[src/rtl/skew_pkg.sv]
// Shared definitions for the skew/deskew delay buffer: the mode encoding and
// the per-lane delay rule.
package skew_pkg;

    typedef enum logic {
        SKEW   = 1'b0,
        DESKEW = 1'b1
    } skew_mode_e;

    // Delay in en-cycles of a lane: a rising staircase in SKEW, falling in DESKEW.
    function automatic int unsigned lane_delay(
        input int unsigned lane,
        input skew_mode_e  mode,
        input int unsigned base,
        input int unsigned channels
    );
        return (mode == SKEW) ? (base + lane) : (base + channels - 1 - lane);
    endfunction

endpackage

[src/rtl/delay_lane.sv]
// One lane of the skew buffer: a DEPTH-deep shift register of {valid, data}
// with a runtime-selected output tap.
module delay_lane #(
    parameter int unsigned BITS  = 8,
    parameter int unsigned DEPTH = 4,
    parameter int unsigned TAP_W = 2
) (
    input  logic             clk,
    input  logic             rst_n,
    input  logic             en,
    input  logic             clr,
    input  logic [TAP_W-1:0] tap,
    input  logic             in_valid,
    input  logic [BITS-1:0]  d,
    output logic [BITS-1:0]  q,
    output logic             out_valid,
    output logic             busy
);

    typedef struct packed {
        logic            valid;
        logic [BITS-1:0] data;
    } stage_t;

    stage_t stage [DEPTH];

    // NOTE: the stages are ordinary flops, not a RAM, and the reset value of
    // every stage is visible on q, so every stage is reset.
    always_ff @(posedge clk or negedge rst_n) begin
        if (!rst_n) begin
            for (int k = 0; k < DEPTH; k++) stage[k] <= '0;
        end else if (clr) begin
            for (int k = 0; k < DEPTH; k++) stage[k] <= '0;
        end else if (en) begin
            // NOTE: non-blocking assignments make every stage read its
            // neighbour's old value, so loop order does not matter.
            stage[0] <= '{valid: in_valid, data: d};
            for (int k = 1; k < DEPTH; k++) stage[k] <= stage[k-1];
        end
    end

    // NOTE: defaults first so no path through the mux leaves q unassigned,
    // which would infer a latch.
    always_comb begin
        q         = '0;
        out_valid = 1'b0;
        for (int k = 0; k < DEPTH; k++) begin
            if (tap == TAP_W'(k)) begin
                q         = stage[k].data;
                out_valid = stage[k].valid;
            end
        end
    end

    // Busy covers the whole lane, including stages beyond the current tap.
    always_comb begin
        busy = 1'b0;
        for (int k = 0; k < DEPTH; k++) busy = busy | stage[k].valid;
    end

endmodule

[src/rtl/skew_delay_buffer.sv]
// Multi-lane staircase delay buffer: skews rows into a systolic array or
// re-aligns its outputs, with the mode switched only while drained.
module skew_delay_buffer
    import skew_pkg::*;
#(
    parameter int unsigned CHANNELS = 8,
    parameter int unsigned BITS     = 8,
    parameter int unsigned BASE     = 1
) (
    input  logic                     clk,
    input  logic                     rst_n,
    input  logic                     en,
    input  logic                     clr,
    input  logic                     mode,
    input  logic                     in_valid,
    input  logic [CHANNELS*BITS-1:0] d,
    output logic [CHANNELS*BITS-1:0] q,
    output logic [CHANNELS-1:0]      out_valid,
    output logic                     busy,
    output logic                     mode_active
);

    localparam int unsigned MAXD  = BASE + CHANNELS - 1;
    localparam int unsigned TAP_W = (MAXD > 1) ? $clog2(MAXD) : 1;

    skew_mode_e          mode_q;
    logic [CHANNELS-1:0] lane_busy;

    assign busy        = |lane_busy;
    assign mode_active = mode_q;

    // A new mode is accepted only when no valid word is in flight anywhere,
    // or when the same edge flushes everything.
    always_ff @(posedge clk or negedge rst_n) begin
        if (!rst_n) begin
            mode_q <= SKEW;
        end else if (!busy || clr) begin
            mode_q <= skew_mode_e'(mode);
        end
    end

    for (genvar i = 0; i < CHANNELS; i++) begin : g_lane
        localparam int unsigned D_SKEW   = lane_delay(i, SKEW, BASE, CHANNELS);
        localparam int unsigned D_DESKEW = lane_delay(i, DESKEW, BASE, CHANNELS);

        logic [TAP_W-1:0] tap;

        // The tap is one stage short of the delay: stage 0 is loaded by the
        // accepting edge itself.
        assign tap = (mode_q == SKEW) ? TAP_W'(D_SKEW - 1) : TAP_W'(D_DESKEW - 1);

        delay_lane #(
            .BITS  (BITS),
            .DEPTH (MAXD),
            .TAP_W (TAP_W)
        ) u_lane (
            .clk       (clk),
            .rst_n     (rst_n),
            .en        (en),
            .clr       (clr),
            .tap       (tap),
            .in_valid  (in_valid),
            .d         (d[i*BITS +: BITS]),
            .q         (q[i*BITS +: BITS]),
            .out_valid (out_valid[i]),
            .busy      (lane_busy[i])
        );
    end

endmodule
[config.mk]
export PLATFORM = sky130hd
export DESIGN_NAME = skew_delay_buffer
export DESIGN_NICKNAME = d
export VERILOG_FILES = /design/src/rtl/skew_pkg.sv /design/src/rtl/delay_lane.sv /design/src/rtl/skew_delay_buffer.sv
export SDC_FILE = /design/constraint.sdc
export NUM_CORES = 1
export LEC_CHECK = 0
export ABC_CLOCK_PERIOD_IN_PS = 4700
export CAP_MARGIN = 20
export CORE_UTILIZATION = 30
export CTS_CLUSTER_SIZE = 40
export DETAILED_ROUTE_END_ITERATION = 7
export MAX_ROUTING_LAYER = met4
export PLACE_DENSITY = 0.47
export SYNTH_ARGS = -nofsm -noshare
export SYNTH_HDL_FRONTEND = slang
export SYNTH_HIERARCHICAL = 1
export SYNTH_SLANG_ARGS = --single-unit
[constraint.sdc]
create_clock -name clk -period 4.7 [get_ports clk]
set_input_delay 1.175 -clock clk [delete_from_list [all_inputs] [get_ports clk]]
set_output_delay 1.175 -clock clk [all_outputs]
set_load 0.01 [all_outputs]
; Yosys cells after proc, flatten, opt, wreduce, memory -nomap -nowiden
; Index checks and enable logic that the tools add are counted.
[classes]
n_mux = 152
eq_ne = 56
n_bitwise = 56
reduce_logical = 12
[ops]
columns = cell, n
row1 = 2-to-1 mux 72 bit, 16
row2 = 2-to-1 mux 8 bit, 64
row3 = "== test 3 bit, second input constant", 32
row4 = 2-to-1 mux 1 bit, 64
row5 = bitwise OR 1 bit, 56
row6 = "== test 3 x 2 -> 1 bit, second input constant", 16
row7 = "== test 3 x 1 -> 1 bit, second input constant", 8
row8 = zero test 3 bit, 8
row9 = 2-to-1 mux 3 bit, 8
row10 = OR reduction 8 bit, 1
row11 = nonzero test 2 bit, 1
row12 = zero test 1 bit, 1
row13 = logical OR 1 bit, 1
[word_totals]
regBits = 577
wordCells = 405
input_bits = 70
out_inout_bits = 74

; Depth between registers and ports, before layout
; Gate-level depths: netlist (run 1).
[logic_depth]
word_depth = 10
mapped_depth = 8
depth_no_buf = 5

; Modules after synthesis
; The synthesis (run 1) kept the hierarchy.
[by_module_without_submodules]
columns = module, area_per_inst_um2, cells_each, seq_area_each_um2, n_inst
row1 = delay_lane, 3803.6, 332, 1801.7, 8
row2 = skew_delay_buffer, 73.8, 7, 25.0, 1

; Worst setup path after synthesis (run 1)
; No wires, ideal clock.
[synth_timing]
path_kind = register -> output
startpoint = register mode_q, in the netlist mode_active
endpoint = output q[10]
path_slack_ps = 630
n_path_buf = 1
t_required_ps = 3525
path_stages_with_launch = 7
arrival_time_ps = 2895
cell_sequence = dfrtp_1 inv_1 nor2b_1 buf_6 a32o_1 a2111oi_1 a21oi_1
[synth_via]
elab_chain_len = 10
[synth_lines]
columns = item, line
row1 = start: declaration, skew_delay_buffer.sv:26  ; skew_mode_e mode_q;
row2 = start signal: assignment, skew_delay_buffer.sv:38  ; mode_q <= skew_mode_e'(mode);
row3 = 2-to-1 mux 3 bit *, skew_delay_buffer.sv:50  ; assign tap = (mode_q == SKEW) ? TAP_W'(D_SKEW - 1) : TAP_W'(D_DESKEW - 1);
row4 = named net g_lane[1].tap[0], skew_delay_buffer.sv:46  ; logic [TAP_W-1:0] tap;
row5 = zero test 3 bit, delay_lane.sv:48  ; if (tap == TAP_W'(k)) begin
row6 = 2-to-1 mux 8 bit (7 in a row), delay_lane.sv:48
row7 = 2-to-1 mux 8 bit *, delay_lane.sv:48
row8 = end: declaration, skew_delay_buffer.sv:17  ; output logic [CHANNELS*BITS-1:0] q,
; The timed path passes the listed nets; every way through them passes the cells marked *.

; Worst setup path after layout (run 1)
[layout_timing]
startpoint = register mode_q, in the netlist mode_active
endpoint = output out_valid[0]
[layout_via]
elab_chain_len = 10
[layout_lines]
columns = item, line
row1 = 2-to-1 mux 3 bit *, skew_delay_buffer.sv:50
row2 = zero test 3 bit, delay_lane.sv:48
row3 = 2-to-1 mux 1 bit (7 in a row), delay_lane.sv:48
row4 = 2-to-1 mux 1 bit *, delay_lane.sv:48
row5 = end: declaration, skew_delay_buffer.sv:18  ; output logic [CHANNELS-1:0] out_valid,
; Mark *: on every way between the ends. The rest lies on a longest branch, timed or not.

==> results of run 1 <==
## cells in the mapped netlist, types with 56 or more instances
master / number / area, sq um
clkbuf_1: 80 / 300
mux4_1: 56 / 1470
a21boi_0: 64 / 480
mux2i_1: 656 / 6570
nor2_1: 640 / 2400
o21ai_0: 72 / 360
or2b_2: 56 / 490
a21oi_1: 65 / 325
dfrtp_1: 577 / 14400
a2111oi_1: 64 / 641
a32o_1: 64 / 641
buf_2: 64 / 320
## routing by layer
| layer | global-route usage | vias to the layer above |
|---|---|---|
| met5 | - | - |
| met2 | 0.226 | 287 |
| li1 | - | 9718 |
| met3 | 0.0303 | 95 |
| met4 | 0.0452 | 0 |
| met1 | 0.194 | 10300 |
## state kept, by name, indices dropped and copies added, names as in the netlist
register / count
g_lane.u_lane/stage: 576
mode_active: 1
## metrics by stage
stage | setup slack, ns | setup TNS [ns] | utilization
after floorplan | 0.630 | 0 | -
after global placement | 0.827 | 0 | 0.326
after detailed placement | 0.777 | 0 | 0.326
after CTS | 0.0901 | 0 | 0.352
after global routing | -0.0416 | -0.0857 | 0.352
final | 0.179 | 0 | 0.352
## worst register-to-register path: stages, from the launching register on
cell and delay [ns]:
dfrtp_1 0.41, nor4_1 0.32, nand2_1 0.20, nor4_2 0.53, a21oi_1 0.14, mux2_1 0.42
## cell families after synthesis
group                  share of synthesized area
and+or+nand+nor                            0.112
buffers and inverters                     0.0553
DFF                                        0.473
muxes                                      0.273
AOI/OAI and AO/OA                         0.0868
## power by group through the flow
stage,Combinational (mW),Clock (mW),Sequential (mW)
final,1.73,5.95,5.12
after global routing,1.90,6.41,5.13
after CTS,1.77,6.22,5.12
after detailed placement,1.77,0,5.21
after global placement,1.75,0,5.21
after floorplan,1.25,0,5.19
## cell usage in the layout, fill, tap and decap left out, types with 9 or more instances in the layout
| cell type | count |
|---|---|
| clkinv_2 | 9 |
| bufinv_16 | 9 |
| dfrtp_1 | 576 |
| mux4_1 | 56 |
| a2111oi_1 | 64 |
| a21oi_1 | 65 |
| nor2_1 | 640 |
| mux2i_1 | 656 |
| clkdlybuf4s50_1 | 140 |
| buf_4 | 44 |
| a21boi_0 | 64 |
| clkbuf_1 | 10 |
| clkbuf_8 | 18 |
| nor4_1 | 16 |
| a32o_1 | 64 |
| clkbuf_16 | 77 |
| nand2_1 | 17 |
| buf_12 | 24 |
| o21ai_0 | 72 |
| or2b_2 | 56 |
## worst max path at each step
stage / startpoint / cells past startpoint / end
after global placement: mode_active / 6 / q[41]
after detailed placement: mode_active / 6 / q[41]
after floorplan: mode_active / 6 / q[10]
after CTS: mode_active / 6 / q[41]
final: mode_active / 6 / out_valid[0]
after global routing: mode_active / 7 / q[33]
## cell type report
cell class,instances,area (sq um)
fill,9928,65100
tap,1357,1700
multi-input combinational,1861,14400
clock inverter,22,348
timing repair buffer,211,2260
antenna,2,5.00
inverter,1,11.3
sequential,577,14400
clock buffer,105,2210
==> flow_summary.yaml, run 1 <==
detailed_routing:
  post_drt_wl_per_cell_microns: 17.5
  via_count: 20400
  drt_iter0_drc: 1064
  top_layer_used: "met4"
  vias_per_cell: 4.93
  dr_wl_met3_microns: 3110
  wirelength_microns: 72500
  drt_pre_antenna_iters: 5
  drt-met1-wl_microns: 34200
  drc_errors: 0
  ant_nets: 0
  route.met2.wl_microns: 33700
worst_setup_path:
  reg2reg_slack_ns: 2.53
  crit_top_cell: "buf_12"
  worstSetupEndpointType: "primary output"
  arrival_ns: 3.35
  ff2ff_path_depth: 5
  critPathTopFamily: "buffers and inverters"
  r2r_start: "g_lane[6].u_lane/stage[71]"
  path_cells: "buf_12 -> buf_12 -> and2b_2 -> a2111oi_1 -> a21oi_1 -> clkdlybuf4s50_1"
  critPathBufInv: 3
  worstPathMaxFanout: 88
  max_stage_delay_ns: 0.53
  rr_endpoint: "mode_active"
  start_kind: "flop"
  path_class: "flop to primary output"
  cp.required_ns: 3.52
  worst_path_max_delay_cell: "clkdlybuf4s50_1"
clock_network:
  ctsRootBufferMaster: "clkbuf_16"
  clock_sinks: 577
  clk_latency_ns: 0.62
  htreeDepth: 3
  cts_setup_buffers: 0
  clockBufferDepth: 3
  post_cts_resized: 0
  hold_buffers: 0
  path_clk_slew_ns: 0.05
  cts_buffers: 73
  cts_tree: "yes"
finish:
  fin_nets: 2795
  final_cell_area_sq_um: 35400
  layout-drive-gt1-share: 0.0983
  instances_no_fill: 4136
  syn_to_final_growth_pct: 15.9
floorplan:
  die_h_microns: 321
  rows: 116
  core_region_area_sq_um: 100000
  initial_core_util: 0.304
  pin_count: 144
  dieWidth_microns: 321
  die-area_sq_um: 103000
sta:
  fin_crit_sh: 0.962
  fin_skew_ns: 0.0169
  fmax_ghz: 0.221
  slew_violations: 0
  tightest_slew_ns: 1.03
  hold_viol: 0
  final-setup-viol-count: 0
  grt_setup_unrepaired: "yes"
  slew_headroom: 0.316
  worst_hold_slack_ns: 0.536
  post-route-min-period_ns: 4.52
synth:
  yosysUniqueCellTypes: 32
  synth.yosys.seq_area_share: 0.473
  syn_avg_cell_area_sq_um: 11.5
  syn_inst: 2663
  syn_area_sq_um: 30500
  synth_edf_count: 0
  async_reset_ff_frac: 1.00
  ys_ff_latch: 577
  yosys_warnings: 6
  synth_flop_cell: "dfrtp_1"
  synth_nets: 2733
min_path:
  whs_path_depth: 2
  hp-start: "g_lane[0].u_lane/stage[6]"
  hold_path_class: "flop to flop"
  hold_end: "g_lane[0].u_lane/stage[6]"
outcome:
  outcome: "finished clean"
placement:
  io_buffer_count: 143
  gp_congestion: 0.763
  post-dp-hpwl_microns: 44600
  placed_area_sq_um: 32800
  place_inst: 4007
pwr:
  seqPwrFrac: 0.400
  pwr-share-comb: 0.135
  switching_power_mw: 3.30
  p_per_area_nw_per_um2: 362
  leakage_nw: 16.7
  total_power_mw: 12.8
  p_int_mw: 9.50
  switching_share: 0.258
  power_frac_clock: 0.465
  ir_drop_uv: 181
global_routing:
  grt_pass1_wl_microns: 119000
  antenna_found_initial: 2
  grt_max_degree: 124
  track_usage: 0.147
  grt_pass1_vias: 21000
  overflow: 0
run:
  drv_cap: 0
No activity file was read; power rests on OpenSTA's default activity.
==> run 2: changes to the inputs <==
--- a/config.mk
+++ b/config.mk
@@ -6,12 +6,12 @@
 export NUM_CORES = 1
 export LEC_CHECK = 0
 export ABC_CLOCK_PERIOD_IN_PS = 4700
-export CAP_MARGIN = 20
-export CORE_UTILIZATION = 30
+export CORE_UTILIZATION = 60
 export CTS_CLUSTER_SIZE = 40
 export DETAILED_ROUTE_END_ITERATION = 7
+export DONT_BUFFER_PORTS = 1
 export MAX_ROUTING_LAYER = met4
-export PLACE_DENSITY = 0.47
+export PLACE_DENSITY = 0.78
 export SYNTH_ARGS = -nofsm -noshare
 export SYNTH_HDL_FRONTEND = slang
 export SYNTH_HIERARCHICAL = 1
==> run 2 against run 1 <==
Against the previous run: the run now ends with slew limit left; routed wire length shrank 17%; combinational power shrank 36%; sequential power barely moved; clock-buffer cell count shrank 13; sequential share of layout area up 4.5 points; final cell count shrank 22%; largest cell class unchanged.
==> flow_summary.yaml, run 2 (synthesis gave the netlist of run 1 again) <==
outcome:
  outcome: "finished with violations"
  violations: "slew limit"
global_routing:
  grt_pass1_vias: 19100
  grt_pass1_wl_microns: 98200
  grt_max_degree: 578
  antenna_found_initial: 3
  overflow: 0
  track_usage: 0.239
sta:
  setup_tns_ns: 0
  fin_crit_sh: 0.934
  tightest_slew_ns: 1.67
  finalWorstSetupSlack_ns: 0.308
  post-route-min-period_ns: 4.39
  slew_violations: 209
  fin_skew_ns: 0.0128
  hold_viol: 0
  slew_headroom: -0.112
  final-setup-viol-count: 0
  fmax_ghz: 0.228
  grt_setup_unrepaired: "no"
floorplan:
  initial_core_util: 0.608
  core_region_area_sq_um: 50200
  dieWidth_microns: 227
  die_h_microns: 227
  pin_count: 144
  rows: 82
  die-area_sq_um: 51700
placement:
  post-dp-hpwl_microns: 34300
  place_ws_ns: 1.01
  gp_congestion: 0.792
  io_buffer_count: 0
finish:
  final_common_cell: "mux2i_1"
  fin_nets: 2586
  layout-drive-gt1-share: 0.0734
  final_cell_mix: "mux2i_1 (656), nor2_1 (640), dfrtp_1 (576), o21ai_0 (72), a21oi_1 (65)"
  top_register: "g_lane.u_lane/stage"
  largest_reg_flops: 576
  nFillCells: 3811
  syn_to_final_growth_pct: 4.38
worst_setup_path:
  critPathTopFamily: "buffers and inverters"
  critPathBufInv: 2
  cp.required_ns: 3.52
  path_cells: "inv_8 -> buf_4 -> mux4_1 -> o21ai_0 -> a21oi_1"
  start_kind: "flop"
  arrival_ns: 3.22
  r2r_start: "g_lane[3].u_lane/stage[62]"
  path_class: "flop to primary output"
  ff2ff_path_depth: 5
  rr_endpoint: "mode_active"
  max_stage_delay_ns: 0.64
  reg2reg_slack_ns: 2.74
  worst_path_max_delay_cell: "mux4_1"
  worstPathMaxFanout: 89
  worstSetupEndpointType: "primary output"
clock_network:
  clockBufferDepth: 3
  htreeDepth: 2
  cts_setup_buffers: 0
  clk_latency_ns: 0.61
  post_cts_resized: 0
  path_clk_slew_ns: 0.06
  hold_buffers: 0
  cts_buffers: 60
  cts_tree: "yes"
  ctsRootBufferMaster: "clkbuf_16"
  clock_sinks: 577
detailed_routing:
  via_count: 19500
  drt_pre_antenna_iters: 5
  post_drt_wl_per_cell_microns: 18.7
  ant_nets: 0
  wirelength_microns: 60400
  drc_errors: 0
  drt_iter0_drc: 1542
  vias_per_cell: 6.03
pwr:
  p_per_area_nw_per_um2: 345
  leakage_nw: 15.5
  ir_drop_uv: 308
  total_power_mw: 11.0
min_path:
  hold_path_class: "input port to async pin"
run:
  drv_cap: 0
[run 2: cell count changes in the layout (fill, tap and decap cells not counted), moves of 2 or more]
cell / change
clkbuf_8: -4
bufinv_16: -4
clkinv_2: -2
buf_12: -19
buf_4: -34
clkbuf_16: -16
buf_8: -3
inv_6: -2
clkbuf_1: +7
clkdlybuf4s50_1: -140
[run 2: power by group]
group	internal, mW	switching (mW)	total [mW]	leakage (nW)
clock network	2.86	1.90	4.76	0.971
logic	0.474	0.636	1.11	6.57
registers	5.04	0.0758	5.12	7.99
[run 2: final cells by class]
cell class	instances	area [sq um]	area share
Sequential cell	577	14400	0.454
Inverter	1	11.3	0.000354
Clock inverter	14	200	0.00629
Tap cell	672	841	0.0264
Multi-Input combinational cell	1861	14400	0.452
Antenna cell	3	7.51	0.000236
Timing Repair Buffer	15	175	0.00550
Clock buffer	92	1780	0.0560
[run 2: worst max-delay path by stage]
stage	depth (start not counted)	slack (ns)	endpoint	start
floorplan	6	0.63	q[10]	mode_active
CTS	5	0.33	q[9]	mode_active
global route	6	0.12	q[50]	mode_active
global placement	5	1.05	q[32]	mode_active
detailed placement	5	1.01	q[9]	mode_active
finish	5	0.31	q[15]	mode_active
[run 2: worst register-to-register path, stage by stage, from the launching register on]
cell     delay [ns]
dfrtp_1        0.42
nor4_1         0.28
nand2_1        0.18
nor4_2         0.43
a21oi_1        0.13
mux2_1         0.39
[run 2: layer usage]
metal  vias up  GRT usage  wire length (microns)
met5         -          -                      0
met4         0     0.0660                   1250
met3        88     0.0427                   2790
met2       319      0.378                  29000
met1      9849      0.317                  27300
li1       9267          -                      -
[run 2: through the flow]
step	hold slack [ns]	instance area, sq um	util	std cells
2_1_floorplan	0.486	30500	-	2663
3_3_place_gp	0.507	29800	0.595	3126
3_5_place_dp	0.521	29800	0.595	3126
4_1_cts	0.242	31800	0.634	3232
5_1_grt	0.246	31800	0.635	3235
6_report	0.273	31800	0.635	3235
==> run 3: changes to the inputs <==
--- a/config.mk
+++ b/config.mk
@@ -6,7 +6,9 @@
 export NUM_CORES = 1
 export LEC_CHECK = 0
 export ABC_CLOCK_PERIOD_IN_PS = 4700
+export CORE_MARGIN = 2
 export CORE_UTILIZATION = 60
+export CTS_CLUSTER_DIAMETER = 120
 export CTS_CLUSTER_SIZE = 40
 export DETAILED_ROUTE_END_ITERATION = 7
 export DONT_BUFFER_PORTS = 1
==> run 3 against run 2 <==
Against the previous run: the flow still finishes with violations (slew limit); largest cell class unchanged; critical endpoint is now q[0]; clock power is 53% lower; utilization decreased by 2.8 points; critical path type unchanged; via count is 1.6% lower; flip-flop and latch count unchanged.
==> flow_summary.yaml, run 3 (synthesis gave the netlist of run 1 again) <==
outcome:
  outcome: "finished with violations"
  violations: "slew limit"
floorplan:
  core_region_area_sq_um: 50200
  dieWidth_microns: 229
  die_h_microns: 229
  pin_count: 144
  die-area_sq_um: 52700
  initial_core_util: 0.608
  rows: 82
clock_network:
  cts_buffers: 18
  clockBufferDepth: 3
  cts_setup_buffers: 0
  hold_buffers: 0
  path_clk_slew_ns: 0.15
  htreeDepth: 1
  cts_tree: "yes"
  post_cts_resized: 0
  clock_sinks: 577
  clk_latency_ns: 0.59
  ctsRootBufferMaster: "clkbuf_16"
detailed_routing:
  vias_per_cell: 6.08
  ant_nets: 0
  drc_errors: 0
  post_drt_wl_per_cell_microns: 18.4
  wirelength_microns: 58000
  drt_iter0_drc: 1652
  via_count: 19200
  drt_pre_antenna_iters: 5
placement:
  gp_congestion: 0.793
  io_buffer_count: 0
  place_inst: 3135
  place_ws_ns: 1.14
  post-dp-hpwl_microns: 33700
min_path:
  hold_path_class: "input port to async pin"
sta:
  tightest_slew_ns: 2.04
  hold_viol: 0
  finalWorstSetupSlack_ns: 0.490
  slew_violations: 284
  fin_crit_sh: 0.896
  fmax_ghz: 0.238
  slew_headroom: -0.362
  post-route-min-period_ns: 4.21
  final-setup-viol-count: 0
  grt_setup_unrepaired: "no"
  fin_skew_ns: 0.0277
  setup_tns_ns: 0
worst_setup_path:
  r2r_start: "g_lane[6].u_lane/stage[26]"
  worstPathMaxFanout: 104
  worstSetupEndpointType: "primary output"
  arrival_ns: 3.04
  start_kind: "flop"
  reg2reg_slack_ns: 2.71
  rr_endpoint: "mode_active"
  cp.required_ns: 3.52
  crit_start: "mode_active"
  path_class: "flop to primary output"
  ff2ff_path_depth: 5
global_routing:
  grt_max_degree: 578
  grt_pass1_wl_microns: 96800
  antenna_found_initial: 2
  overflow: 0
  grt_pass1_vias: 18600
  track_usage: 0.224
run:
  drv_cap: 0
pwr:
  leakage_nw: 14.9
  ir_drop_uv: 359
  p_per_area_nw_per_um2: 279
  total_power_mw: 8.48
finish:
  largest_reg_flops: 576
  layout-drive-gt1-share: 0.0523
  fin_nets: 2553
  fin_util: 0.606
  final_cell_mix: "mux2i_1 (656), nor2_1 (640), dfrtp_1 (576), o21ai_0 (72), a21oi_1 (65)"
  final_common_cell: "mux2i_1"
  top_register: "g_lane.u_lane/stage"
  syn_to_final_growth_pct: -0.246
  instances_no_fill: 3160
-- run 3: area by class of cell --
cell class	count	area, sq um
antenna	2	5.00
clock buffer	20	479
clock inverter	3	52.6
fill	4014	19700
inverter	1	11.3
multi-input combinational	1861	14400
sequential	577	14400
tap	672	841
timing repair buffer	24	218
-- run 3: critical path, cell delays in order (launching register included) --
cell,delay [ns]
dfrtp_4,0.49
buf_12,0.38
buf_4,0.40
buf_4,0.28
mux4_1,0.55
o21ai_0,0.09
a21oi_1,0.16
-- run 3: routing by layer --
layer  global-route usage  share of wire  routed length [microns]
met2                0.357           0.48                    27800
met3               0.0263          0.032                     1850
met1                0.314           0.47                    27400
met4               0.0412          0.017                      976
met5                    -              0                        0
-- run 3: power breakdown --
group          leakage [nW]  internal (mW)  switching (mW)
Clock                 0.262          0.810            1.45
Sequential             7.99           5.04          0.0710
Combinational          6.61          0.474           0.641
-- run 3: worst max path at each step --
stage,to,cells past startpoint
global placement,q[0],6
CTS,q[34],6
finish,q[0],6
floorplan,q[10],6
detailed placement,q[27],6
global route,q[60],6
-- run 3: metrics by stage --
step	area [sq um]	hold slack [ns]
after floorplan	30500	0.486
after global placement	29900	0.503
after CTS	30400	0.258
after detailed placement	29900	0.513
final	30400	0.301
after global routing	30400	0.250
